==> src/rtl/pipeline_stall_ctrl_pkg.sv <==
// Shared encodings for the pipeline hazard/stall controller: FSM states,
// stage write-enable bit positions and the canned write-enable patterns.
package pipeline_stall_ctrl_pkg;

  typedef enum logic [2:0] {
    ST_RUN       = 3'd0,
    ST_MISS_I    = 3'd1,
    ST_MISS_D    = 3'd2,
    ST_MISS_BOTH = 3'd3,
    ST_DMA_GRANT = 3'd4
  } state_t;

  localparam int WE_PC  = 4;
  localparam int WE_ID  = 3;
  localparam int WE_EX  = 2;
  localparam int WE_MEM = 1;
  localparam int WE_WB  = 0;

  localparam logic [4:0] STALL_ALL   = 5'b00000;
  localparam logic [4:0] BUBBLE_EX   = (5'b1 << WE_MEM) | (5'b1 << WE_WB);
  localparam logic [4:0] STALL_FRONT = BUBBLE_EX | (5'b1 << WE_EX);
  localparam logic [4:0] RUN_ALL     = STALL_FRONT | (5'b1 << WE_ID) | (5'b1 << WE_PC);

  typedef struct packed {
    logic [4:0] we;
    logic       flush;
  } stall_t;

  function automatic stall_t mk_stall(input logic [4:0] we, input logic flush);
    stall_t s;
    s.we    = we;
    s.flush = flush;
    return s;
  endfunction

endpackage

==> src/rtl/pipeline_stall_ctrl_fwd_select.sv <==
// Forward-source selector for one ID operand: nearest producer stage wins.
// Purely combinational, zero latency; no flow control.
module pipeline_stall_ctrl_fwd_select #(
  parameter int REG_AW    = 2,
  parameter int FWD_DEPTH = 3,
  parameter int LOAD_LAT  = 1,
  parameter int FSEL_W    = $clog2(FWD_DEPTH + 1)
) (
  input  logic [REG_AW-1:0]           src,
  input  logic                        use_src,
  input  logic [FWD_DEPTH*REG_AW-1:0] dest_bus,
  input  logic [FWD_DEPTH-1:0]        regwrite_vec,
  input  logic [FWD_DEPTH-1:0]        load_vec,
  output logic [FSEL_W-1:0]           sel,
  output logic                        load_hit
);

  // Walk from the oldest stage towards EX so the youngest match overwrites.
  always_comb begin
    sel      = '0;
    load_hit = 1'b0;
    for (int k = FWD_DEPTH; k >= 1; k--) begin
      if (use_src && regwrite_vec[k-1] &&
          (dest_bus[(k-1)*REG_AW +: REG_AW] == src)) begin
        sel      = FSEL_W'(k);
        load_hit = load_vec[k-1] && (k <= LOAD_LAT);
      end
    end
  end

endmodule

==> src/rtl/pipeline_stall_ctrl.sv <==
// Hazard, cache-miss and DMA cycle-steal controller for the 5-stage core.
// Stage enables are combinational; bg/grant_cnt are registered (1 cycle).
module pipeline_stall_ctrl
  import pipeline_stall_ctrl_pkg::*;
#(
  parameter int REG_AW    = 2,
  parameter int FWD_DEPTH = 3,
  parameter int LOAD_LAT  = 1,
  parameter int FSEL_W    = $clog2(FWD_DEPTH + 1),
  parameter int CNT_W     = 16
) (
  input  logic                        clk,
  input  logic                        reset,
  input  logic [REG_AW-1:0]           rs,
  input  logic [REG_AW-1:0]           rt,
  input  logic                        use_rs,
  input  logic                        use_rt,
  input  logic [FWD_DEPTH*REG_AW-1:0] dest_bus,
  input  logic [FWD_DEPTH-1:0]        regwrite_vec,
  input  logic [FWD_DEPTH-1:0]        load_vec,
  input  logic                        halt_id,
  input  logic                        i_hit,
  input  logic                        d_req,
  input  logic                        d_hit,
  input  logic                        i_ready,
  input  logic                        d_ready,
  input  logic                        br,
  input  logic                        dma_end,
  output logic [4:0]                  stage_we,
  output logic                        flush_ex,
  output logic [FSEL_W-1:0]           fwd_a,
  output logic [FSEL_W-1:0]           fwd_b,
  output logic                        both_access,
  output logic                        bg,
  output logic [CNT_W-1:0]            grant_cnt
);

  state_t state;
  logic   si, sd;
  logic   load_hit_a, load_hit_b;
  logic   lu, dmiss, both_done;
  stall_t ctrl;

  pipeline_stall_ctrl_fwd_select #(
    .REG_AW(REG_AW), .FWD_DEPTH(FWD_DEPTH), .LOAD_LAT(LOAD_LAT), .FSEL_W(FSEL_W)
  ) u_fwd_a (
    .src(rs), .use_src(use_rs), .dest_bus(dest_bus), .regwrite_vec(regwrite_vec),
    .load_vec(load_vec), .sel(fwd_a), .load_hit(load_hit_a)
  );

  pipeline_stall_ctrl_fwd_select #(
    .REG_AW(REG_AW), .FWD_DEPTH(FWD_DEPTH), .LOAD_LAT(LOAD_LAT), .FSEL_W(FSEL_W)
  ) u_fwd_b (
    .src(rt), .use_src(use_rt), .dest_bus(dest_bus), .regwrite_vec(regwrite_vec),
    .load_vec(load_vec), .sel(fwd_b), .load_hit(load_hit_b)
  );

  assign lu        = load_hit_a || load_hit_b;
  assign dmiss     = d_req && !d_hit;
  assign both_done = (si || i_ready) && (sd || d_ready);

  always_ff @(posedge clk or posedge reset) begin
    if (reset) begin
      state     <= ST_RUN;
      si        <= 1'b0;
      sd        <= 1'b0;
      bg        <= 1'b0;
      grant_cnt <= '0;
    end else begin
      case (state)
        ST_RUN: begin
          // A request seen while busy is never latched; br must still be high here.
          if (dmiss) begin
            state <= ST_MISS_D;
          end else if (br) begin
            state     <= ST_DMA_GRANT;
            bg        <= 1'b1;
            grant_cnt <= '0;
          end else if (!i_hit) begin
            state <= ST_MISS_I;
          end
        end
        ST_MISS_I: begin
          if (dmiss) begin
            state <= ST_MISS_BOTH;
            si    <= i_ready;
          end else if (i_ready) begin
            state <= ST_RUN;
          end
        end
        ST_MISS_D: begin
          if (!i_hit) begin
            state <= ST_MISS_BOTH;
            sd    <= d_ready;
          end else if (d_ready) begin
            state <= ST_RUN;
          end
        end
        ST_MISS_BOTH: begin
          if (both_done) begin
            state <= ST_RUN;
            si    <= 1'b0;
            sd    <= 1'b0;
          end else begin
            if (i_ready) si <= 1'b1;
            if (d_ready) sd <= 1'b1;
          end
        end
        ST_DMA_GRANT: begin
          if (!(&grant_cnt)) grant_cnt <= grant_cnt + 1'b1;
          if (dma_end) begin
            state <= ST_RUN;
            bg    <= 1'b0;
          end
        end
        default: begin
          state <= ST_RUN;
          bg    <= 1'b0;
        end
      endcase
    end
  end

  // A miss state's completion cycle releases the whole pipe at once.
  always_comb begin
    ctrl = mk_stall(RUN_ALL, 1'b0);
    if (state == ST_MISS_BOTH) begin
      ctrl = mk_stall(both_done ? RUN_ALL : STALL_ALL, 1'b0);
    end else if (state == ST_MISS_D) begin
      ctrl = mk_stall((d_ready && i_hit) ? RUN_ALL : STALL_ALL, 1'b0);
    end else if (state == ST_RUN && dmiss) begin
      ctrl = mk_stall(STALL_ALL, 1'b0);
    end else if (state == ST_DMA_GRANT && (d_req || !i_hit)) begin
      ctrl = mk_stall(STALL_ALL, 1'b0);
    end else if (state == ST_MISS_I) begin
      ctrl = mk_stall(i_ready ? RUN_ALL : STALL_FRONT, 1'b1);
    end else if (state == ST_RUN && !i_hit) begin
      ctrl = mk_stall(STALL_FRONT, 1'b1);
    end else if (lu) begin
      ctrl = mk_stall(BUBBLE_EX, 1'b1);
    end else if (halt_id) begin
      ctrl = mk_stall(STALL_FRONT, 1'b0);
    end
  end

  assign stage_we    = ctrl.we;
  assign flush_ex    = ctrl.flush;
  assign both_access = (state == ST_MISS_BOTH) ||
                       (state == ST_DMA_GRANT && (!i_hit || d_req));

endmodule
==> config.mk <==
export PLATFORM = sky130hd
export DESIGN_NAME = pipeline_stall_ctrl
export DESIGN_NICKNAME = d
export VERILOG_FILES = /design/src/rtl/pipeline_stall_ctrl_pkg.sv /design/src/rtl/pipeline_stall_ctrl_fwd_select.sv /design/src/rtl/pipeline_stall_ctrl.sv
export SDC_FILE = /design/constraint.sdc
export NUM_CORES = 1
export LEC_CHECK = 0
export ABC_AREA = 0
export BUFFER_PORTS_ARGS = -buffer_cell sky130_fd_sc_hd__buf_2
export CAP_MARGIN = 40
export CORE_MARGIN = 5
export CORE_UTILIZATION = 40
export CTS_BUF_LIST = sky130_fd_sc_hd__clkbuf_8 sky130_fd_sc_hd__clkbuf_16
export CTS_CLUSTER_SIZE = 40
export DETAILED_ROUTE_END_ITERATION = 8
export GPL_ROUTABILITY_DRIVEN = 0
export HOLD_SLACK_MARGIN = 0.02
export PLACE_DENSITY = 0.7
export SYNTH_ARGS = -nofsm -noshare
export SYNTH_HDL_FRONTEND = slang
export SYNTH_SLANG_ARGS = --single-unit
==> constraint.sdc <==
create_clock -name clk -period 2.17 [get_ports clk]
set_input_delay 0.3255 -clock clk [delete_from_list [all_inputs] [get_ports clk]]
set_output_delay 0.3255 -clock clk [all_outputs]
set_load 0.005 [all_outputs]
==> metrics.txt <==
status finished, final reports clean; Avg Inst Size Synth 8.25 um2; Post-synth EDFFs 0; asr flop ratio synth 100%; via count of the first global-routing pass 1593; Top Ports 56; drt pass-1 iters 4; vias per inst 5.55; Startpoint Class flip-flop; share of the synthesized area in the top cell type 33.4%; Final Util 51.5%; Detail Placement HPWL 3260 um; Final Critical Period 2.05 ns; clk_skew 0.00277 ns; post-route insts no fill 304; max-cap viol count 0; final setup violation count 0; DRC 0; placed cell count 300; setup bufs post-CTS 0; # nets final 284; Mapped Area 0.00165 mm2; synth unique cells 46; CTS Buf Count 3; Die W 74.2 um; Top FF cell, synth dfrtp_1; Std-Cell Rows 23; Final Slew Violations 0; clock slew at reported path FFs 0.08 ns; Max stage delay cell, worst path dfrtp_1; Clock H-tree levels 1; number of port buffers 53; CTS root buffer clkbuf_8; slowest stage delay, CP 0.49 ns; largest net degree at the start of global routing 23; DR vias 1688; Hold Fails Final Rpt 0; sequential-to-total area share from yosys stat 33.4%; Syn Inst Count 200; Starting DRT DRC Count 70; CTS tree built; CP Buf/Inv Count 1; synth warn 0; Crit Path Class reg2out; Hold-fix buffers, CTS 0; Die Area 0.00551 mm2; antenna violations before repair 0; FF-to-FF End grant_cnt[4]$_DFFE_PP0P_; Seq cells post-synth 22; slew margin rel. 71.1%; initial core utilization 41.3%; Max Freq 487 MHz; GRT Residual Overflow 0; worst min path class in2async; Critical Path AT 1.73 ns; CTS Buffer Depth 2; final worst-path cycle share 94.5%; layout cell share with drive strength beyond 1 29.9%; TNS Setup 0 ns; crit-path cells or2_2 -> o21ai_1 -> o21ba_2 -> buf_2; Worst EP required 1.84 ns; clk_lat worst skew 0.26 ns; first-pass GRT wire length 7260 um; Worst Reg-to-Reg Cells 4; CTS sink count 22; area added between synthesis and finish 24.9%; synth top area cells dfrtp_1 33%, nand2_1 6.1%, mux2i_1 4.9%; critical path's top delay family compound AO/OA/AOI/OAI gates; Static Leakage 0.928 nW; WL final 4100 um; RSZ-0062 raised after global routing no; syn nets 229; worst r2r src state[1]$_DFFE_PP0P_; PD cells 811 mW/mm2; Routed wire per std cell 13.5 um; core area 0.00400 mm2; Post-DRT Antenna Nets 0; total track usage 16.1%; register-to-register setup slack 0.25 ns; Slew @ Worst Pin 0.430 ns; VDD IR-drop max 0.000462 V; post-synth top area cell dfrtp_1; height of the die 74.2 um; crit path capture type primary output; Antenna diodes 0; critical path peak fanout 9
==> worst max-delay path by stage <==
stage                         startpoint          end  slack [ns]  cells after the start
floorplan           state[2]$_DFFE_PP0P_  stage_we[4]        0.19                      5
global placement    state[2]$_DFFE_PP0P_  stage_we[4]        0.29                      5
detailed placement  state[2]$_DFFE_PP0P_  stage_we[3]        0.26                      5
CTS                 state[2]$_DFFE_PP0P_  stage_we[3]        0.05                      5
global route        state[2]$_DFFE_PP0P_  stage_we[3]        0.02                      5
finish              state[1]$_DFFE_PP0P_     flush_ex        0.12                      4
==> cells by family (layout without fill, tap and decap cells) <==
group / after synthesis / count (layout) / synth area share (%)
adder cells (fa/ha/maj): 1 / 1 / 0.758
AND/OR/NAND/NOR: 93 / 93 / 30.9
multiplexers: 10 / 10 / 6.22
XOR/XNOR: 12 / 12 / 6.37
buffers and inverters: 18 / 72 / 4.62
AO/OA/AOI/OAI: 44 / 44 / 17.7
flip-flops: 22 / 22 / 33.4
==> metrics by stage <==
stage	hold slack, ns	setup slack (ns)	total power, mW	cell area (um2)
6_report	0.0810	0.118	1.67	2060
5_1_grt	0.109	0.0193	1.83	2060
4_1_cts	0.0906	0.0451	1.68	2050
3_5_place_dp	0.382	0.259	1.38	1990
3_3_place_gp	0.382	0.289	1.37	1990
2_1_floorplan	0.315	0.187	1.10	1650
==> cell usage in the layout (no fill, tap or decap), drive strengths merged, types with 5 or more instances in the layout <==
master  Yosys  layout
buf         4      62
dfrtp      22      22
nand4       9       9
nand2      27      27
nor2       12      12
xnor2       8       8
nor3        5       5
o31ai       5       5
mux2i       8       8
inv         6       6
or4         7       7
o21ai       6       6
a21oi      14      14
nand2b      9       9
nor4        6       6
==> state kept, by name (all words and copies together), names as in the netlist <==
register,cells
grant_cnt,16
state,3
bg,1
sd,1
si,1
==> cell usage after synthesis, drive strengths merged, types with 7 or more instances <==
cell / count
clkbuf: 8
nand2b: 9
xnor2: 8
nor2: 12
dfrtp: 22
a21oi: 14
nand2: 27
nand4: 9
mux2i: 8
or4: 7
==> routing by layer <==
metal,up-vias,share of wire [%],global-route usage (%)
li1,847,-,-
met1,800,47,22.8
met2,37,48,26.5
met3,4,4.3,2.84
met4,0,0.54,2.37
met5,-,0,0
==> repair_timing <==
item,in CTS,in global routing
pin swaps,1,1
endpoints found under the hold margin,0,0
gates resized for setup,2,2
setup endpoints to repair,2,3
==> power by group <==
part	total, mW	internal (mW)	leakage (nW)	switching [mW]
sequential	0.576	0.485	0.295	0.0915
combinational	0.804	0.382	0.604	0.422
clock	0.292	0.162	0.0288	0.131
total	1.67	1.03	0.928	0.644
==> worst reg2reg max path: cells and delay by family, from the launching register on <==
kind / cells / cell delay (ns)
multiplexers: 1 / 0.22
flip-flops: 1 / 0.49
AND/OR/NAND/NOR: 2 / 0.70
AO/OA/AOI/OAI: 1 / 0.45
==> final cells by class <==
class	count	area, um2
clock buffer	4	55.1
fill	400	1940
inverter	6	22.5
multi-input combinational	160	1040
sequential	22	552
tap	50	62.6
timing repair buffer	62	333
No activity file was read; power rests on OpenSTA's default activity.
